### config.mk
export PLATFORM = sky130hd
export DESIGN_NAME = multicycle_control_fsm
export DESIGN_NICKNAME = d
export VERILOG_FILES = /design/src/rtl/cpu_ctrl_pkg.sv /design/src/rtl/mem_wait_counter.sv /design/src/rtl/multicycle_control_fsm.sv
export SDC_FILE = /design/constraint.sdc
export NUM_CORES = 1
export LEC_CHECK = 0
export BUFFER_PORTS_ARGS = -buffer_cell sky130_fd_sc_hd__buf_2
export CAP_MARGIN = 20
export CORE_MARGIN = 2
export CORE_UTILIZATION = 45
export DETAILED_ROUTE_END_ITERATION = 6
export HOLD_SLACK_MARGIN = 0.1
export PLACE_DENSITY = 0.85
export SETUP_SLACK_MARGIN = 0.15
export SYNTH_ARGS = -nofsm -noshare
export SYNTH_HDL_FRONTEND = slang
export SYNTH_SLANG_ARGS = --single-unit
### constraint.sdc
create_clock -name clk -period 3.36 [get_ports clk]
set_input_delay 0.672 -clock clk [delete_from_list [all_inputs] [get_ports clk]]
set_output_delay 0.672 -clock clk [all_outputs]
set_load 0.01 [all_outputs]
### src/rtl/cpu_ctrl_pkg.sv
// Shared encodings for the multicycle control path: opcodes, FSM states,
// ALU operation and PC source selects.
package cpu_ctrl_pkg;

    localparam logic [5:0] OP_R    = 6'd0;
    localparam logic [5:0] OP_J    = 6'd2;
    localparam logic [5:0] OP_BEQ  = 6'd4;
    localparam logic [5:0] OP_ADDI = 6'd8;
    localparam logic [5:0] OP_LW   = 6'd35;
    localparam logic [5:0] OP_SW   = 6'd43;

    typedef enum logic [2:0] {
        S_IDLE   = 3'd0,
        S_DECODE = 3'd1,
        S_EXEC   = 3'd2,
        S_MEM    = 3'd3,
        S_WB     = 3'd4
    } state_e;

    localparam logic [1:0] ALU_ADD   = 2'd0;
    localparam logic [1:0] ALU_SUB   = 2'd1;
    localparam logic [1:0] ALU_FUNCT = 2'd2;

    localparam logic [1:0] PC_SEQ = 2'd0;
    localparam logic [1:0] PC_BR  = 2'd1;
    localparam logic [1:0] PC_JMP = 2'd2;

    function automatic logic op_legal(input logic [5:0] op);
        return (op == OP_R) || (op == OP_J) || (op == OP_BEQ) ||
               (op == OP_ADDI) || (op == OP_LW) || (op == OP_SW);
    endfunction

endpackage

### src/rtl/mem_wait_counter.sv
// Down-counter that holds the FSM in MEM for MEM_LAT cycles; last flags the
// final cycle (count == 0).
module mem_wait_counter #(
    parameter int MEM_LAT = 1
) (
    input  logic clk,
    input  logic rst,
    input  logic load,
    input  logic dec,
    output logic last
);
    localparam int CW = ($clog2(MEM_LAT + 1) < 1) ? 1 : $clog2(MEM_LAT + 1);

    logic [CW-1:0] cnt_q, cnt_d;

    always_comb begin
        cnt_d = cnt_q;
        if (load)
            cnt_d = CW'(MEM_LAT - 1);
        else if (dec && (cnt_q != '0))
            cnt_d = cnt_q - 1'b1;
    end

    always_ff @(posedge clk or posedge rst) begin
        if (rst) cnt_q <= '0;
        else     cnt_q <= cnt_d;
    end

    assign last = (cnt_q == '0);

endmodule

### src/rtl/multicycle_control_fsm.sv
// Multicycle control FSM: sequences each accepted instruction through
// DECODE/EXEC/MEM/WB and drives datapath strobes, mux selects and PC update.
module multicycle_control_fsm
    import cpu_ctrl_pkg::*;
#(
    parameter int MEM_LAT = 1,
    parameter int ALUOP_W = 2
) (
    input  logic               clk,
    input  logic               rst,
    input  logic               instr_valid,
    output logic               instr_ready,
    input  logic [5:0]         opcode,
    input  logic               zero,
    output logic               reg_write,
    output logic               mem_read,
    output logic               mem_write,
    output logic               mem_to_reg,
    output logic               reg_dst,
    output logic               alu_src,
    output logic [ALUOP_W-1:0] alu_op,
    output logic               pc_write,
    output logic [1:0]         pc_src,
    output logic               done,
    output logic               illegal,
    output logic [2:0]         state_dbg
);
    state_e     state_q, state_d;
    logic [5:0] op_q, op_d;
    logic       ready_c, cnt_load, cnt_dec, cnt_last;
    logic [1:0] aop_c;

    mem_wait_counter #(.MEM_LAT(MEM_LAT)) u_wait (
        .clk  (clk),
        .rst  (rst),
        .load (cnt_load),
        .dec  (cnt_dec),
        .last (cnt_last)
    );

    always_ff @(posedge clk or posedge rst) begin
        if (rst) begin
            state_q <= S_IDLE;
            op_q    <= '0;
        end else begin
            state_q <= state_d;
            op_q    <= op_d;
        end
    end

    always_comb begin
        state_d   = state_q;
        op_d      = op_q;
        ready_c   = 1'b0;
        cnt_load  = 1'b0;
        cnt_dec   = 1'b0;
        reg_write = 1'b0;
        mem_read  = 1'b0;
        mem_write = 1'b0;
        pc_write  = 1'b0;
        pc_src    = PC_SEQ;
        done      = 1'b0;
        illegal   = 1'b0;
        case (state_q)
            S_IDLE: begin
                ready_c = 1'b1;
                if (instr_valid) begin
                    op_d    = opcode;
                    state_d = S_DECODE;
                end
            end
            S_DECODE: begin
                if (op_legal(op_q)) begin
                    state_d = S_EXEC;
                end else begin
                    illegal = 1'b1;
                    state_d = S_IDLE;
                end
            end
            S_EXEC: begin
                case (op_q)
                    OP_LW, OP_SW: begin
                        cnt_load = 1'b1;
                        state_d  = S_MEM;
                    end
                    OP_BEQ: begin
                        pc_write = 1'b1;
                        pc_src   = zero ? PC_BR : PC_SEQ;
                        done     = 1'b1;
                        state_d  = S_IDLE;
                    end
                    OP_J: begin
                        pc_write = 1'b1;
                        pc_src   = PC_JMP;
                        done     = 1'b1;
                        state_d  = S_IDLE;
                    end
                    default: state_d = S_WB;
                endcase
            end
            S_MEM: begin
                cnt_dec   = 1'b1;
                mem_read  = (op_q == OP_LW);
                mem_write = (op_q == OP_SW);
                if (cnt_last) begin
                    if (op_q == OP_SW) begin
                        done     = 1'b1;
                        pc_write = 1'b1;
                        state_d  = S_IDLE;
                    end else begin
                        state_d  = S_WB;
                    end
                end
            end
            S_WB: begin
                reg_write = 1'b1;
                done      = 1'b1;
                pc_write  = 1'b1;
                state_d   = S_IDLE;
            end
            default: state_d = S_IDLE;
        endcase
    end

    // Static selects stay stable from DECODE to the final state; zero in IDLE.
    always_comb begin
        mem_to_reg = 1'b0;
        reg_dst    = 1'b0;
        alu_src    = 1'b0;
        aop_c      = ALU_ADD;
        if (state_q != S_IDLE) begin
            case (op_q)
                OP_R:    begin reg_dst = 1'b1; aop_c = ALU_FUNCT; end
                OP_LW:   begin mem_to_reg = 1'b1; alu_src = 1'b1; end
                OP_SW:   alu_src = 1'b1;
                OP_ADDI: alu_src = 1'b1;
                OP_BEQ:  aop_c = ALU_SUB;
                default: ;
            endcase
        end
    end

    assign alu_op      = ALUOP_W'(aop_c);
    assign instr_ready = ready_c & ~rst;
    assign state_dbg   = state_q;

endmodule

==> impl_metrics.env, run 1 <==
export IMPL_num_vias=687
export IMPL_final_core_utilization_pct=56.6
export IMPL_die_h_um=44.1
export IMPL_dp_final_hpwl_um=1230
export IMPL_grt_usage_pct=18.9
export IMPL_layoutNonFillerInstCount=110
export IMPL_post_route_cells_drive_above_1_share_pct=37.2
export IMPL_routabilityCongestion=0.809
export IMPL_area_growth_syn_to_layout_pct=17.8
export IMPL_drt_pass1_iter_count=4
export IMPL_yosysWarnings=0
export IMPL_tritoncts_num_sinks=10
export IMPL_final_setup_skew_ns=0.00339
export IMPL_route_antenna_remaining_nets=0
export IMPL_netlist_top_cells_count="dfrtp_1, nor4_1, mux2_1, buf_2, nor2_1"
export IMPL_drt_drc_violations_left=0
export IMPL_number_of_cells_produced_by_synthesis=73
export IMPL_totalWireLength_um=1660
export IMPL_synthMostInstantiatedCell="dfrtp_1"
export IMPL_net_count_synth=83
export IMPL_power_density_cell_area_nw_per_um2=880
export IMPL_critical_path_buf_inv_count=1
export IMPL_leakagePower_nw=0.385
export IMPL_post_cts_resized=0
export IMPL_detail_route_iter0_violations=27
export IMPL_core_area_um2=1510
export IMPL_pin_count_of_the_biggest_net_entering_global_routing=14
export IMPL_final_nets=106
export IMPL_yosysTopAreaCell="dfrtp_1"
export IMPL_critical_path_slowest_cell="dfrtp_1"
export IMPL_path_max_fanout=12
export IMPL_floorplan_initialDensity_pct=48.1
export IMPL_timing_critical_path_cells="and4b_1 -> nand2_2 -> o32ai_1 -> buf_2"
export IMPL_dp_cells=107
export IMPL_cts_tree="done"
export IMPL_dp_slack_ns=1.07
export IMPL_finalCriticalPeriod_ns=2.60
export IMPL_synth_cell_types=33
export IMPL_clkLatencyLatePin_ns=0.26
export IMPL_fin_tns_setup_ns=0
export IMPL_wl_per_cell_um=15.1
export IMPL_maxClockFrequency_ghz=0.385
export IMPL_timing_worst_setup_path_type="flip-flop to output pin"
export IMPL_cp_end_kind="output pin"
export IMPL_post_synth_top_area_fraction_pct=34.5
export IMPL_cts_hold_buffers=0
export IMPL_tightest_slew_ns=0.468
export IMPL_cp_slowest_stage_delay_ns=0.59
export IMPL_detailed_place_area_um2=831
export IMPL_cp_start_kind="flip-flop"
export IMPL_std_cell_rows=14
export IMPL_boundary_pins=27
export IMPL_seq_area_frac_synth_pct=34.5
export IMPL_synth_edff_count=0
export IMPL_per_cell_via_count_in_the_routed_design=6.25
export IMPL_count_of_pins_over_their_slew_limit=0
export IMPL_cts_buffer_depth=2
export IMPL_crit_arrival_ns=1.93
export IMPL_die_width_um=44.1
export IMPL_timing_hold_violations_final=0
export IMPL_clkTransAtPathRegs_ns=0.06
export IMPL_synthesis_area_per_instance_um2=9.92
export IMPL_cts_htree_levels=1
export IMPL_design_die_area_um2=1950
export IMPL_netlist_area_um2=724
export IMPL_critical_path_top_delay_family="flip-flops"
export IMPL_synth_async_reset_ratio_pct=100
export IMPL_placement_io_buffers=26
export IMPL_first_pass_grt_wire_length_um=2750
export IMPL_status="completed"
export IMPL_yosys_most_used_dff="dfrtp_1"
export IMPL_report_final_setup_viol=0
export IMPL_ctsRootBufferMaster="clkbuf_4"
export IMPL_layout_worst_path_cycle_share_pct=77.4
export IMPL_setup_ws_ns=0.761
export IMPL_antennaDiodeCount=0
export IMPL_grt_setup_unrepaired="no"
export IMPL_post_cts_setup_buffers=0
export IMPL_post_synth_main_area_contributors="dfrtp_1, mux2_1, nor4_1"
export IMPL_finish_instance_area_um2=853
export IMPL_worst_ir_drop_vdd_uv=405
export IMPL_antenna_violations_before_repair=0
export IMPL_first_global_vias=602
export IMPL_grt_overflow_total=0
export IMPL_max_cap_viol_count=0
export IMPL_cts_buffers=3
export IMPL_worst_path_required_time_ns=2.69
export IMPL_slew_headroom_pct=68.5
export IMPL_min_path_type="input pin to asynchronous set/reset pin"
export IMPL_register_bit_count_reported_by_yosys=10
-- layout make-up --
type / count / area (um^2)
Inverter: 3 / 11.3
Fill cell: 137 / 653
Timing Repair Buffer: 26 / 130
Clock buffer: 3 / 22.5
Multi-Input combinational cell: 52 / 419
Sequential cell: 10 / 250
Tap cell: 16 / 20.0
-- worst paths after layout --
| path | to | slack (ns) | start | depth (start not counted) |
|---|---|---|---|---|
| hold / removal | op_q[3] | 0.39 | rst | 2 |
| hold reg to reg | u_wait.cnt_q | 0.56 | u_wait.cnt_q | 1 |
| setup / recovery | pc_write | 0.76 | op_q[1] | 4 |
| min in group clk | u_wait.cnt_q | 0.56 | u_wait.cnt_q | 1 |
| max in group asynchronous | state_dbg[1] | 2.68 | rst | 2 |
| setup reg to reg | op_q[0] | 1.60 | state_dbg[0] | 3 |
-- per-stage QoR --
stage,hold slack [ns],total power [mW]
CTS,0.400,0.748
global route,0.429,0.812
detailed placement,0.540,0.666
global placement,0.545,0.646
finish,0.394,0.751
floorplan,0.503,0.580
-- cell families (layout without fill, tap and decap cells) --
group | count (synthesis) | after routing | share of synthesized area, %
multiplexers | 5 | 5 | 7.77
AO/OA/AOI/OAI | 16 | 16 | 19.0
buffers and inverters | 11 | 32 | 7.60
XOR/XNOR | 1 | 1 | 1.21
flip-flops | 10 | 10 | 34.5
AND/OR/NAND/NOR | 30 | 30 | 29.9
-- report_power, final --
group	internal, mW	total [mW]	switching (mW)
sequential	0.171	0.324	0.153
clock	0.0413	0.0808	0.0395
combinational	0.167	0.347	0.180
total	0.379	0.751	0.372
-- cells in the final DEF (no fill, tap or decap), types with 2 or more instances in the layout --
master,count
buf_2,26
dfrtp_1,10
nor4_1,7
mux2_1,5
nor2_1,4
inv_1,3
nor2b_1,3
a311oi_1,3
a31oi_1,3
clkbuf_4,3
and2_1,2
nand3_1,2
and4b_1,2
o31ai_1,2
o21a_1,2
nor4b_2,2
-- state kept, by name (all words and copies together), names as in the netlist --
| name | cells |
|---|---|
| op_q | 6 |
| state_dbg | 3 |
| u_wait.cnt_q | 1 |
-- layer usage --
metal / vias to the layer above / part of all wire [%] / GRT usage, %
met1: 328 / 43 / 25.3
met3: 2 / 7.2 / 1.63
li1: 327 / - / -
met5: - / 0 / 0
met2: 30 / 49 / 31.8
met4: 0 / 0.54 / 7.27
Power figures use the tool's default switching activity.
==> inputs of run 2 (changes only) <==
==> constraint.sdc (replaced) <==
create_clock -name clk -period 2.6 [get_ports clk]
set_input_delay 0.52 -clock clk [delete_from_list [all_inputs] [get_ports clk]]
set_output_delay 0.52 -clock clk [all_outputs]
set_load 0.01 [all_outputs]
==> impl_metrics.env, run 2 (synthesis results as in run 1) <==
export IMPL_boundary_pins=27
export IMPL_die_h_um=44.1
export IMPL_r2r_cells=3
export IMPL_routabilityCongestion=0.808
export IMPL_std_cell_rows=14
export IMPL_routed_wl_met3_um=119
export IMPL_detail_route_iter0_violations=29
export IMPL_route_antenna_remaining_nets=0
export IMPL_finalCriticalPeriod_ns=2.29
export IMPL_worst_ir_drop_vdd_uv=514
export IMPL_grt_overflow_total=0
export IMPL_cts_buffers=3
export IMPL_power_density_cell_area_nw_per_um2=1120
export IMPL_count_of_pins_over_their_slew_limit=0
export IMPL_ctsRootBufferMaster="clkbuf_4"
export IMPL_pin_count_of_the_biggest_net_entering_global_routing=14
export IMPL_min_path_type="input pin to asynchronous set/reset pin"
export IMPL_num_vias=685
export IMPL_floorplan_initialDensity_pct=48.1
export IMPL_die_width_um=44.1
export IMPL_first_global_vias=588
export IMPL_route_layer_met1_wl_um=701
export IMPL_cts_buffer_depth=2
export IMPL_cp_end_kind="output pin"
export IMPL_antennaDiodeCount=0
export IMPL_wl_per_cell_um=14.7
export IMPL_layout_commonest_cell="buf_2"
export IMPL_largest_register="op_q"
export IMPL_layout_common_cells="buf_2, dfrtp_1, nor4_1"
export IMPL_report_final_setup_viol=0
export IMPL_clkLatencyLatePin_ns=0.26
export IMPL_dp_final_hpwl_um=1190
export IMPL_drt_pass1_iter_count=4
export IMPL_design_die_area_um2=1950
export IMPL_cts_htree_levels=1
export IMPL_crit_arrival_ns=1.77
export IMPL_status="completed"
export IMPL_met2_length_um=777
export IMPL_maxClockFrequency_ghz=0.436
export IMPL_timing_hold_violations_final=0
export IMPL_core_area_um2=1510
export IMPL_tightest_slew_ns=0.461
export IMPL_per_cell_via_count_in_the_routed_design=6.23
export IMPL_largest_register_ffs=6
export IMPL_layout_worst_path_cycle_share_pct=88.2
export IMPL_grt_usage_pct=18.0
export IMPL_final_setup_skew_ns=0.00299
export IMPL_cts_tree="done"
export IMPL_timing_worst_setup_path_type="flip-flop to output pin"
export IMPL_placement_io_buffers=26
export IMPL_fin_tns_setup_ns=0
export IMPL_drt_drc_violations_left=0
export IMPL_final_nets=106
export IMPL_leakagePower_nw=0.383
export IMPL_max_cap_viol_count=0
export IMPL_clkTransAtPathRegs_ns=0.06
export IMPL_antenna_violations_before_repair=0
export IMPL_totalWireLength_um=1620
export IMPL_post_route_cells_drive_above_1_share_pct=40.4
export IMPL_cp_start_kind="flip-flop"
export IMPL_tritoncts_num_sinks=10
export IMPL_slew_headroom_pct=69.0
export IMPL_first_pass_grt_wire_length_um=2610
export IMPL_highest_layer="met4"
export IMPL_worst_path_required_time_ns=2.08
export IMPL_path_max_fanout=8
export IMPL_area_growth_syn_to_layout_pct=18.3
export IMPL_grt_setup_unrepaired="no"
export IMPL_hold_worst_slack_ns=0.243
==> run 2: final timing paths <==
path | startpoint | slack, ns | end
setup / recovery | op_q[5] | 0.31 | illegal
hold / removal | rst | 0.24 | op_q[3]
setup reg to reg | state_dbg[0] | 0.84 | op_q[0]
hold reg to reg | u_wait.cnt_q | 0.57 | u_wait.cnt_q
max in group asynchronous | rst | 2.06 | op_q[2]
min in group clk | opcode[1] | 0.48 | op_q[1]
==> run 2: per-layer routing <==
| metal | up-vias | GRT usage (%) |
|---|---|---|
| li1 | 327 | - |
| met1 | 328 | 24.7 |
| met2 | 28 | 28.2 |
| met3 | 2 | 2.45 |
| met4 | 0 | 7.88 |
| met5 | - | 0 |
==> run 2: final cells by class <==
class,count,area (um^2)
multi-input combinational,52,420
clock buffer,3,22.5
sequential,10,253
fill,131,649
tap,16,20.0
timing repair buffer,26,130
inverter,3,11.3
==> run 2: through the flow <==
step | worst slack (ns) | total power [mW] | instances | area, um^2 | utilization (%)
2_1_floorplan | 0.478 | 0.750 | 73 | 724 | -
3_3_place_gp | 0.523 | 0.835 | 107 | 831 | 55.1
3_5_place_dp | 0.466 | 0.858 | 107 | 831 | 55.1
4_1_cts | 0.166 | 0.963 | 110 | 853 | 56.6
5_1_grt | 0.170 | 1.05 | 110 | 857 | 56.9
6_report | 0.308 | 0.963 | 110 | 857 | 56.9
==> run 2: where the power goes <==
part           internal (mW)  switching, mW  total [mW]
registers              0.225          0.197       0.422
logic                  0.217          0.225       0.442
clock network         0.0531         0.0465      0.0996
==> run 2: timing repair <==
item	4_1_cts	5_1_grt
resized for setup	0	3
setup buffers	0	0
setup endpoints to repair	0	4
hold buffers	0	0
==> run 2: critical path, stage by stage (launching register included) <==
cell,delay (ns)
dfrtp_1,0.47
and4b_2,0.35
o31ai_1,0.29
nor4b_2,0.23
buf_2,0.17
==> inputs of run 3 (changes only) <==
--- a/config.mk
+++ b/config.mk
@@ -15,4 +15,5 @@
 export SETUP_SLACK_MARGIN = 0.15
 export SYNTH_ARGS = -nofsm -noshare
 export SYNTH_HDL_FRONTEND = slang
+export SYNTH_HIERARCHICAL = 1
 export SYNTH_SLANG_ARGS = --single-unit
==> impl_metrics.env, run 3 <==
export IMPL_synth_async_reset_ratio_pct=100
export IMPL_detail_route_iter0_violations=11
export IMPL_core_area_um2=1520
export IMPL_max_cap_viol_count=0
export IMPL_antenna_violations_before_repair=0
export IMPL_report_final_setup_viol=0
export IMPL_critical_path_top_delay_family="simple AND/OR/NAND/NOR gates"
export IMPL_tightest_slew_ns=0.484
export IMPL_cts_buffers=3
export IMPL_synth_cell_types=38
export IMPL_netlist_area_um2=742
export IMPL_die_h_um=44.6
export IMPL_cts_buffer_depth=2
export IMPL_yosysTopAreaCell="dfrtp_1"
export IMPL_synthMostInstantiatedCell="dfrtp_1"
export IMPL_ctsRootBufferMaster="clkbuf_4"
export IMPL_register_bit_count_reported_by_yosys=10
export IMPL_cts_htree_levels=1
export IMPL_worst_ir_drop_vdd_uv=654
export IMPL_cp_slowest_stage_delay_ns=0.63
export IMPL_boundary_pins=27
export IMPL_floorplan_initialDensity_pct=48.7
export IMPL_layout_common_cells="buf_2, dfrtp_1, mux2_1, inv_1, nor3_1"
export IMPL_final_core_utilization_pct=57.7
export IMPL_cp_end_kind="output pin"
export IMPL_first_pass_grt_wire_length_um=2680
export IMPL_placement_io_buffers=26
export IMPL_power_uw=878
export IMPL_layout_commonest_cell="buf_2"
export IMPL_r2r_cells=2
export IMPL_timing_critical_path_cells="or4_4 -> nor2_1 -> a221o_1 -> buf_2"
export IMPL_totalWireLength_um=1670
export IMPL_clkTransAtPathRegs_ns=0.06
export IMPL_grt_usage_pct=19.1
export IMPL_timing_hold_violations_final=0
export IMPL_std_cell_rows=14
export IMPL_final_setup_skew_ns=0.00579
export IMPL_crit_arrival_ns=1.77
export IMPL_crit_path_start="op_q[4]"
export IMPL_cp_start_kind="flip-flop"
export IMPL_die_width_um=44.6
export IMPL_power_density_cell_area_nw_per_um2=999
export IMPL_pin_count_of_the_biggest_net_entering_global_routing=13
export IMPL_worst_flop_to_flop_path_startpoint="state_dbg[2]"
export IMPL_status="completed"
export IMPL_clkLatencyLatePin_ns=0.26
export IMPL_design_die_area_um2=1990
export IMPL_post_cts_setup_buffers=0
export IMPL_layoutNonFillerInstCount=116
export IMPL_drt_pass1_iter_count=4
export IMPL_grt_setup_unrepaired="no"
export IMPL_slew_headroom_pct=67.6
export IMPL_synth_edff_count=0
export IMPL_post_synth_main_area_contributors="dfrtp_1, mux2_1, nor4b_2"
export IMPL_critical_path_buf_inv_count=1
export IMPL_finalCriticalPeriod_ns=2.29
export IMPL_seq_area_frac_synth_pct=33.7
export IMPL_timing_worst_setup_path_type="flip-flop to output pin"
export IMPL_leakagePower_nw=0.410
export IMPL_cts_tree="done"
export IMPL_yosys_most_used_dff="dfrtp_1"
export IMPL_termination_of_the_worst_setup_path="pc_write"
export IMPL_stages_on_the_worst_setup_path=4
export IMPL_netlist_top_cells_count="dfrtp_1, inv_1, mux2_1, nor3_1, nor2_1"
export IMPL_dp_cells=112
export IMPL_post_route_cells_drive_above_1_share_pct=40.0
export IMPL_first_global_vias=615
export IMPL_route_antenna_remaining_nets=0
export IMPL_regToRegSetupSlack_ns=1.03
export IMPL_largest_register="op_q"
export IMPL_path_max_fanout=9
export IMPL_worst_path_required_time_ns=2.08
export IMPL_drt_drc_violations_left=0
export IMPL_net_count_synth=87
export IMPL_area_growth_syn_to_layout_pct=18.5
export IMPL_number_of_cells_produced_by_synthesis=77
export IMPL_hold_worst_slack_ns=0.471
export IMPL_tritoncts_num_sinks=10
export IMPL_count_of_pins_over_their_slew_limit=0
export IMPL_antennaDiodeCount=0
export IMPL_synthesis_area_per_instance_um2=9.64
export IMPL_yosysWarnings=6
export IMPL_num_vias=677
export IMPL_critical_path_reg2reg_endpoint="op_q[1]"
export IMPL_dp_final_hpwl_um=1260
export IMPL_layout_worst_path_cycle_share_pct=87.9
export IMPL_critical_path_slowest_cell="or4_4"
export IMPL_grt_overflow_total=0
export IMPL_maxClockFrequency_ghz=0.438
export IMPL_routabilityCongestion=0.808
export IMPL_per_cell_via_count_in_the_routed_design=5.84
export IMPL_min_path_type="input pin to flip-flop"
export IMPL_wl_per_cell_um=14.4
export IMPL_final_nets=112
export IMPL_post_synth_top_area_fraction_pct=33.7
export IMPL_largest_register_ffs=6
export IMPL_fin_tns_setup_ns=0
-- run 3: changes by cell type after synthesis, moves of 3 or more --
| cell | before | now |
|---|---|---|
| a311oi_1 | 3 | 0 |
| a31oi_1 | 3 | 0 |
| nor4_1 | 7 | 3 |
| nor3_1 | 1 | 5 |
-- run 3: kinds of logic (layout without fill, tap and decap cells) --
group,Yosys count,after routing,synth area share (%)
simple gates,34,34,34.6
mux,5,5,7.59
flops,10,10,33.7
buf+inv,15,38,10.6
xor+xnor,1,1,1.18
compound gates,11,11,11.0
fa+ha+maj,1,1,1.35
-- run 3: through the flow --
stage,area (um^2),worst slack [ns]
final,880,0.314
after global routing,880,0.162
after floorplan,742,0.366
after detailed placement,847,0.581
after global placement,847,0.605
after CTS,880,0.291
-- run 3: where the power goes --
| part | internal, mW | total [mW] | switching (mW) | leakage, nW |
|---|---|---|---|---|
| Sequential | 0.217 | 0.381 | 0.164 | 0.125 |
| Clock | 0.0532 | 0.101 | 0.0477 | 0.0138 |
| Combinational | 0.199 | 0.396 | 0.198 | 0.272 |
-- run 3: repair_timing --
item,4_1_cts,5_1_grt
hold endpoints to repair,1,0
hold buffers,1,0
setup endpoints to repair,0,0
resized for setup,0,0
-- run 3: worst register-to-register path: stages, from the launching register on --
cell and delay [ns]:
dfrtp_1 0.52, nor4b_4 0.56, mux2_1 0.37
-- run 3: layout make-up --
type	count	area, um^2
fillers	143	644
multi-input cells	52	413
flip-flops and latches	10	250
repair buffers	28	148
inverters	7	26.3
clock buffers	3	22.5
well taps	16	20.0
-- run 3: worst min-delay path by stage --
stage,startpoint,endpoint,slack (ns),depth (start not counted)
2_1_floorplan,rst,u_wait/cnt_q,0.25,1
3_3_place_gp,rst,u_wait/cnt_q,0.37,2
3_5_place_dp,rst,u_wait/cnt_q,0.38,2
4_1_cts,opcode[2],op_q[2],0.47,2
5_1_grt,opcode[0],op_q[0],0.46,2
6_report,opcode[3],op_q[3],0.47,3
-- run 3: layer usage --
layer  vias up  wire length [um]  GRT usage, %
li1        330                 -             -
met1       322               719          23.1
met2        23               839          31.0
met3         2               103          7.76
met4         0                 8          5.45
met5         -                 0             0
